`src/rtl/ray_pkg.sv`:
```
// Shared ray-tracing pipeline types: fixed-point distance, miss sentinel and
// the sequencer state encoding.
package ray_pkg;

  localparam int FIXED_REAL_W = 64;

  typedef logic [FIXED_REAL_W-1:0] fixed_real;

  // All-ones distance doubles as "no hit" marker
  localparam fixed_real MISS_DIST = '1;

  typedef enum logic [1:0] {
    IDLE   = 2'd0,
    ISSUE  = 2'd1,
    DRAIN  = 2'd2,
    OUTPUT = 2'd3
  } seq_state_t;

endpackage

```
`src/rtl/nearest_hit_tag_pipe.sv`:
```
// DEPTH-deep {valid, index} delay line. The tap at DEPTH qualifies results of a
// fixed-latency lookup; empty reports that nothing is queued behind the tap.
module nearest_hit_tag_pipe #(
  parameter int DEPTH = 2,
  parameter int IDX_W = 2
) (
  input  logic             clk,
  input  logic             rst_n,
  input  logic             in_valid,
  input  logic [IDX_W-1:0] in_index,
  output logic             tap_valid,
  output logic [IDX_W-1:0] tap_index,
  output logic             empty
);

  logic [DEPTH-1:0] valid_q;
  logic [IDX_W-1:0] index_q [DEPTH];

  always_ff @(posedge clk or negedge rst_n) begin
    if (!rst_n) begin
      valid_q <= '0;
      for (int i = 0; i < DEPTH; i++) index_q[i] <= '0;
    end else begin
      valid_q[0] <= in_valid;
      index_q[0] <= in_index;
      for (int i = 1; i < DEPTH; i++) begin
        valid_q[i] <= valid_q[i-1];
        index_q[i] <= index_q[i-1];
      end
    end
  end

  assign tap_valid = valid_q[DEPTH-1];
  assign tap_index = index_q[DEPTH-1];

  // The tap retires this cycle, so only upstream stages and the input matter:
  // once they are idle the line holds nothing after the next edge.
  generate
    if (DEPTH == 1) begin : g_single
      assign empty = !in_valid;
    end else begin : g_multi
      assign empty = !in_valid && (valid_q[DEPTH-2:0] == '0);
    end
  endgenerate

endmodule

```
`src/rtl/nearest_hit_sequencer.sv`:
```
// Per-pixel ray/object sequencer: issues NUM_OBJ object indices, reduces the
// returned hits to the nearest one and hands it out on a valid/ready port.
// Optional per-job object masking is enabled with the OBJ_MASK_EN macro.
module nearest_hit_sequencer
  import ray_pkg::*;
#(
  parameter int NUM_OBJ = 4,
  parameter int IDX_W   = (NUM_OBJ > 1) ? $clog2(NUM_OBJ) : 1,
  parameter int DIST_W  = 64,
  parameter int COL_LAT = 2
) (
  input  logic              Clk,
  input  logic              Reset_n,
  input  logic              Ray_valid,
  output logic              Ray_ready,
  output logic [IDX_W-1:0]  Read_index,
  output logic              Issue_valid,
  input  logic              Collision,
  input  logic [DIST_W-1:0] Curr_Dist,
`ifdef OBJ_MASK_EN
  input  logic [NUM_OBJ-1:0] Obj_mask,
`endif
  output logic              Pix_valid,
  input  logic              Pix_ready,
  output logic              Pix_hit,
  output logic [IDX_W-1:0]  Pix_index,
  output logic [DIST_W-1:0] Pix_dist,
  output seq_state_t        dbg_state
);

  // Handshakes: a transfer happens on a rising Clk edge where valid and ready
  // are both high. Ray_ready depends only on state; Pix_valid, once high, holds
  // with stable Pix_* until Pix_ready is seen.

  localparam logic [IDX_W-1:0] LAST_IDX = IDX_W'(NUM_OBJ - 1);

  seq_state_t        state_q, state_d;
  logic [IDX_W-1:0]  idx_q;
  logic              accept;
  logic [DIST_W-1:0] best_dist_q;
  logic [IDX_W-1:0]  best_idx_q;

  logic              tag_valid;
  logic [IDX_W-1:0]  tag_index;
  logic              tag_empty;
  logic              obj_en;
  logic              update;

  always_comb begin
    state_d     = state_q;
    Ray_ready   = 1'b0;
    Issue_valid = 1'b0;
    Pix_valid   = 1'b0;
    accept      = 1'b0;
    case (state_q)
      IDLE: begin
        Ray_ready = 1'b1;
        if (Ray_valid) begin
          accept  = 1'b1;
          state_d = ISSUE;
        end
      end
      ISSUE: begin
        Issue_valid = 1'b1;
        if (idx_q == LAST_IDX) state_d = DRAIN;
      end
      DRAIN: begin
        if (tag_empty) state_d = OUTPUT;
      end
      OUTPUT: begin
        Pix_valid = 1'b1;
        if (Pix_ready) state_d = IDLE;
      end
      default: state_d = IDLE;
    endcase
  end

  always_ff @(posedge Clk or negedge Reset_n) begin
    if (!Reset_n) state_q <= IDLE;
    else          state_q <= state_d;
  end

  // Index counter wraps to 0 after the last object so the next job starts clean
  always_ff @(posedge Clk or negedge Reset_n) begin
    if (!Reset_n) begin
      idx_q <= '0;
    end else if (Issue_valid) begin
      if (idx_q == LAST_IDX) idx_q <= '0;
      else                   idx_q <= idx_q + 1'b1;
    end
  end

  assign Read_index = idx_q;

  nearest_hit_tag_pipe #(
    .DEPTH (COL_LAT),
    .IDX_W (IDX_W)
  ) u_tag_pipe (
    .clk       (Clk),
    .rst_n     (Reset_n),
    .in_valid  (Issue_valid),
    .in_index  (Read_index),
    .tap_valid (tag_valid),
    .tap_index (tag_index),
    .empty     (tag_empty)
  );

`ifdef OBJ_MASK_EN
  logic [NUM_OBJ-1:0] mask_q;

  always_ff @(posedge Clk or negedge Reset_n) begin
    if (!Reset_n)    mask_q <= '0;
    else if (accept) mask_q <= Obj_mask;
  end

  assign obj_en = mask_q[tag_index];
`else
  assign obj_en = 1'b1;
`endif

  // Strict less-than with ascending issue order keeps the lower index on ties
  assign update = tag_valid && Collision && obj_en && (Curr_Dist < best_dist_q);

  always_ff @(posedge Clk or negedge Reset_n) begin
    if (!Reset_n) begin
      best_dist_q <= '1;
      best_idx_q  <= '0;
    end else if (accept) begin
      best_dist_q <= '1;
      best_idx_q  <= '0;
    end else if (update) begin
      best_dist_q <= Curr_Dist;
      best_idx_q  <= tag_index;
    end
  end

  assign Pix_hit   = (best_dist_q != {DIST_W{1'b1}});
  assign Pix_index = best_idx_q;
  assign Pix_dist  = best_dist_q;
  assign dbg_state = state_q;

endmodule

```
`config.mk`:
```
export PLATFORM = sky130hd
export DESIGN_NAME = nearest_hit_sequencer
export DESIGN_NICKNAME = d
export VERILOG_FILES = /design/src/rtl/ray_pkg.sv /design/src/rtl/nearest_hit_tag_pipe.sv /design/src/rtl/nearest_hit_sequencer.sv
export SDC_FILE = /design/constraint.sdc
export NUM_CORES = 1
export LEC_CHECK = 0
export CAP_MARGIN = 20
export CORE_UTILIZATION = 54
export DETAILED_ROUTE_END_ITERATION = 10
export HOLD_SLACK_MARGIN = 0.06
export PLACE_DENSITY = 0.91
export SYNTH_ARGS = -nofsm -noshare
export SYNTH_HDL_FRONTEND = slang
export SYNTH_SLANG_ARGS = --single-unit
export TNS_END_PERCENT = 20
```
`constraint.sdc`:
```
create_clock -name Clk -period 5.5 [get_ports Clk]
set_input_delay 0.55 -clock Clk [delete_from_list [all_inputs] [get_ports Clk]]
set_output_delay 0.55 -clock Clk [all_outputs]
set_load 0.02 [all_outputs]
```
# Word-level counts from Yosys, hierarchy flattened
# Cells that the tools add are included.
[word_totals] reg_bits=76 latch_bits=0 ram_bits=0 mem_bits_ro=0 elab_cells=41 memories=0
[op_classes] add_sub_neg=1 multipliers=0 div_mod_pow=0 n_lt_le_gt_ge=1 eq_ne=9 shifts=0 n_mux=15 bitwise_logic=1 n_reduce_logical=7
[ops] cell="$mux 64" count=2
[ops] cell="$lt 64x64->1" count=1
[ops] cell="$ne 64x64->1 const B" count=1
[ops] cell="$mux 2" count=7
[ops] cell="$ne 2x2->1 const B" count=4
[ops] cell="$pmux 2 s4" count=1
[ops] cell="$eq 2x2->1 const B" count=3
[ops] cell="$mux 1" count=5
[ops] cell="$reduce_and 4->1" count=1
[ops] cell="$logic_and 1x1->1" count=3
[ops] cell="$add 2x1->2 const B" count=1
[ops] cell="$eq 2x1->1 const B" count=1
[ops] cell="$logic_not 2->1" count=1
[ops] cell="$reduce_bool 2->1" count=1
[ops] cell="$logic_not 1->1" count=1
[ops] cell="$not 1->1" count=1

# Depth between registers and ports, before layout
[depth] ltp_word=6 ltp_mapped=11 mapped_depth_nobuf=9

# By module
# Synthesis repeated with hierarchy kept, for this count alone.
[hier_totals] cells_unflattened=434 area_unflattened_um2=4565.6
[modules_own_cells] module="nearest_hit_sequencer" instances=1 cells_each=425 area_each_um2=4396.7 seq_area_each_um2=1831.8
[modules_own_cells] module="nearest_hit_tag_pipe" instances=1 cells_each=9 area_each_um2=168.9 seq_area_each_um2=150.1

# Least setup slack after synthesis
# No wires, ideal clock.
[synth_path] path_type="reg2reg" startpoint="register best_dist_q[49] (netlist: Pix_dist[49])" endpoint="register best_dist_q[23] (netlist: Pix_dist[23])" setup_time_ns=0.075 arrival_ns=2.443 t_required_ns=5.425 slack_ns=2.982 stages_incl_launch_ff=12 synth_period_minus_slack_ns=2.518 path_cell_list="dfstp_2 -> inv_1 -> ha_1 -> a21oi_1 -> o21ai_1 -> a211o_1 -> and2_1 -> nor2_2 -> buf_2 -> buf_1 -> o211ai_1 -> o211ai_2"
[synth_via] elab_chain_len=3
[synth_rtl] element="start, declared" line_no="nearest_hit_sequencer.sv:40" rtl="logic [DIST_W-1:0] best_dist_q;"
[synth_rtl] element="start signal, assigned" line_no="nearest_hit_sequencer.sv:132" rtl="best_dist_q <= Curr_Dist;"
[synth_rtl] element="$lt 64x64->1" line_no="nearest_hit_sequencer.sv:122" rtl="assign update = tag_valid && Collision && obj_en && (Curr_Dist < best_dist_q);"
[synth_rtl] element="$logic_and 1x1->1" line_no="nearest_hit_sequencer.sv:122"
[synth_rtl] element="$reduce_bool 2->1 (no source line)"
# No other way between the ends.
# A chain may end at the register's enable or synchronous reset.

# Final worst setup path
[layout_path] startpoint="input Curr_Dist[63]" endpoint="register best_dist_q[32] (netlist: Pix_dist[32])"
[layout_via] elab_chain_len=3
[layout_rtl] element="start, declared" line_no="nearest_hit_sequencer.sv:19" rtl="input logic [DIST_W-1:0] Curr_Dist,"
[layout_rtl] element="$lt 64x64->1" line_no="nearest_hit_sequencer.sv:122"
[layout_rtl] element="$logic_and 1x1->1" line_no="nearest_hit_sequencer.sv:122"
[layout_rtl] element="$reduce_bool 2->1 (no source line)"
# No other way between the ends.

==> run metrics <==
Vias/cell 6.25; distinct cell type count after synthesis 44; status finished, final reports clean; cts repair resizes 0; Crit. path cell count 9; # rows 36; Finished Core Util 0.737; DP HPWL 10700 um; CTS Buf Count 9; Synth async-reset ratio 1.00; Placement Cell Area 0.00699 sq mm; f_max 304 MHz; vias in the first global route 4974; first-pass GRT wire length 25200 um; Synth Net Count 667; die area 0.0107 sq mm; most area-consuming cells after synthesis dfstp_2, o211ai_2, ha_1, o211ai_1, dfrtp_1; Seq/Total Area, Yosys 0.356; core box area 0.00986 sq mm; overall power 0.00403 W; insertion delay of the later-clocked pin in the worst-skew pair 0.36 ns; LEAKAGE 3.20 nW; RSZ-0062 raised after global routing false; CP Capture Point Pix_dist[32]$_DFFE_PN1P_; post-route ant nets 0; Hold Crit Class reg2reg; CTS tree built; number of port buffers 142; dominant synthesized flop cell dfstp_2; cell family with most CP delay simple AND/OR/NAND/NOR gates; crit path time final 3.29 ns; Mean Syn Cell Area 10.5 sq um; Post-synth EDFFs 0; cts hold-fix bufs 0; worst endpoint data arrival time 3.55 ns; residual DRC count 0; Worst Path Buf+Inv 2; Starting Density 0.565; crit path capture type register; Reg2Reg Depth 9; Clock Skews 0.00595 ns; Sink Count 76; cell area after synthesis 0.00557 sq mm; Critical path origin Curr_Dist[63]; Worst EP required 5.77 ns; largest net degree at the start of global routing 77; Horiz. Die Dim 104 um; Die Ht 104 um; VDD IR-drop max 0.000386 V; reg2reg end Pix_dist[32]$_DFFE_PN1P_; antenna cells 0; CTS Buffer Depth 2; routed len/inst 19.6 um; H-tree depth 3; Max Cap Viol 0; startpoint types input pin; Vias 4931; Least-Margin Pin Slew 1.11 ns; post-synth top area cell dfstp_2; Final Setup Violations 0; crit-path max FO 55; slowest stage delay, CP 0.87 ns; Tcrit/Tclk final 0.597; CTS clock-pin slew for the worst setup and hold paths 0.08 ns; pwr dens 554 mW/mm^2; final wirelength 15400 um; worst-path cell chain clkdlybuf4s50_1 > ha_1 > nand4_1 > nor2_1 > nand3_1 > or3_2 > o21a_4 > buf_16 > o211ai_1; synthesis-stage register bit count 76; GRT met1 Usage 0.366; GR peak layer met2; Post-CTS Setup Inserts 0; R2R Setup Slk 2.25 ns; CTS root buffer clkbuf_8; GR Overflow Total 0; DR pass1 iterations 5; Slew Viols, Final 0; Final Hold Viols 0; Placer Congestion 0.874; share of cells above drive strength 1 0.265; Detailed Route Iter0 Violations 277; initial antenna violation count 0; area delta synth->final 30.5%; Critical R2R Launch Pix_dist[63]$_DFFE_PN1P_; share of the synthesized area in the top cell type 0.302; GRT Total Usage 0.294; io pins 143; Final #Nets 788; normalized max-slew margin 0.261; Final Cell Area 0.00727 sq mm; Worst path slowest cell or3_2; Fin Setup TNS 0 ns; Global Route met3 Usage 0.0478; Post-Syn Instances 530; Ys Warns 0; met2 usage 0.500; type of the worst setup path in2reg
-- final cells by class --
| cell class | instances | area, sq um |
|---|---|---|
| flip-flops and latches | 76 | 1980 |
| well taps | 133 | 166 |
| inverters | 70 | 263 |
| clock buffers | 12 | 155 |
| fillers | 691 | 2600 |
| repair buffers | 146 | 1470 |
| multi-input cells | 348 | 3140 |
| clock inverters | 4 | 95.1 |
-- cell usage in the layout (no fill, tap or decap), types with 14 or more instances in the layout --
master	instances
inv_1	69
o211ai_2	81
nand2_1	24
clkdlybuf4s50_1	141
a21oi_1	27
o21ai_0	14
o211ai_1	48
dfstp_2	64
ha_1	68
nand4_1	26
-- cell usage after synthesis, types with 7 or more instances --
library cell	instances
o211ai_1	48
nand4_1	26
o21ai_0	14
buf_6	7
nor3_1	7
dfrtp_1	12
ha_1	68
o211ai_2	81
buf_2	8
dfstp_2	64
clkbuf_1	17
nand2_1	25
a21oi_1	27
inv_1	69
-- metal layers --
metal	part of all wire	vias to the layer above
li1	-	2244
met5	0	-
met2	0.50	213
met1	0.40	2429
met3	0.064	45
met4	0.031	0
-- state kept, by name, indices dropped and copies added (netlist names) --
signal and cells:
Pix_dist 64, Pix_index 2, Read_index 2, dbg_state 2, u_tag_pipe.index_q 2, u_tag_pipe.tap_index 2, u_tag_pipe.valid_q 2
-- logic make-up (layout without fill, tap and decap cells) --
family,Yosys count,in the layout,synth area share
AND/OR/NAND/NOR,81,81,0.0800
flip-flops,76,76,0.356
buffers and inverters,106,232,0.0847
multiplexers,2,2,0.00382
adder cells (fa/ha/maj),68,68,0.153
AO/OA/AOI/OAI,197,197,0.323
-- power by group --
group	internal (W)	total (W)	leakage, nW	switching [W]
clock network	0.000326	0.000539	0.127	0.000213
registers	0.000962	0.00119	0.821	0.000224
logic	0.00100	0.00230	2.26	0.00130
-- worst min-delay path by stage --
| stage | from | to | slack (ns) | cells past startpoint |
|---|---|---|---|---|
| after floorplan | Reset_n | Pix_index[0]$_DFFE_PN0P_ | 0.25 | 0 |
| after global placement | u_tag_pipe.index_q[3]$_DFF_PN0_ | u_tag_pipe.tap_index[1]$_DFF_PN0_ | 0.33 | 0 |
| after detailed placement | u_tag_pipe.index_q[3]$_DFF_PN0_ | u_tag_pipe.tap_index[1]$_DFF_PN0_ | 0.33 | 0 |
| after CTS | u_tag_pipe.index_q[3]$_DFF_PN0_ | u_tag_pipe.tap_index[1]$_DFF_PN0_ | 0.35 | 0 |
| after global routing | u_tag_pipe.index_q[3]$_DFF_PN0_ | u_tag_pipe.tap_index[1]$_DFF_PN0_ | 0.36 | 0 |
| final | u_tag_pipe.index_q[3]$_DFF_PN0_ | u_tag_pipe.tap_index[1]$_DFF_PN0_ | 0.36 | 0 |
-- stage by stage --
stage	worst slack (ns)	hold WS (ns)	instances
finish	2.21	0.357	789
global route	2.05	0.364	789
CTS	2.14	0.355	788
detailed placement	1.83	0.335	772
global placement	1.89	0.333	772
floorplan	2.98	0.254	530
Note: power is estimated with default switching activity, not from simulation.
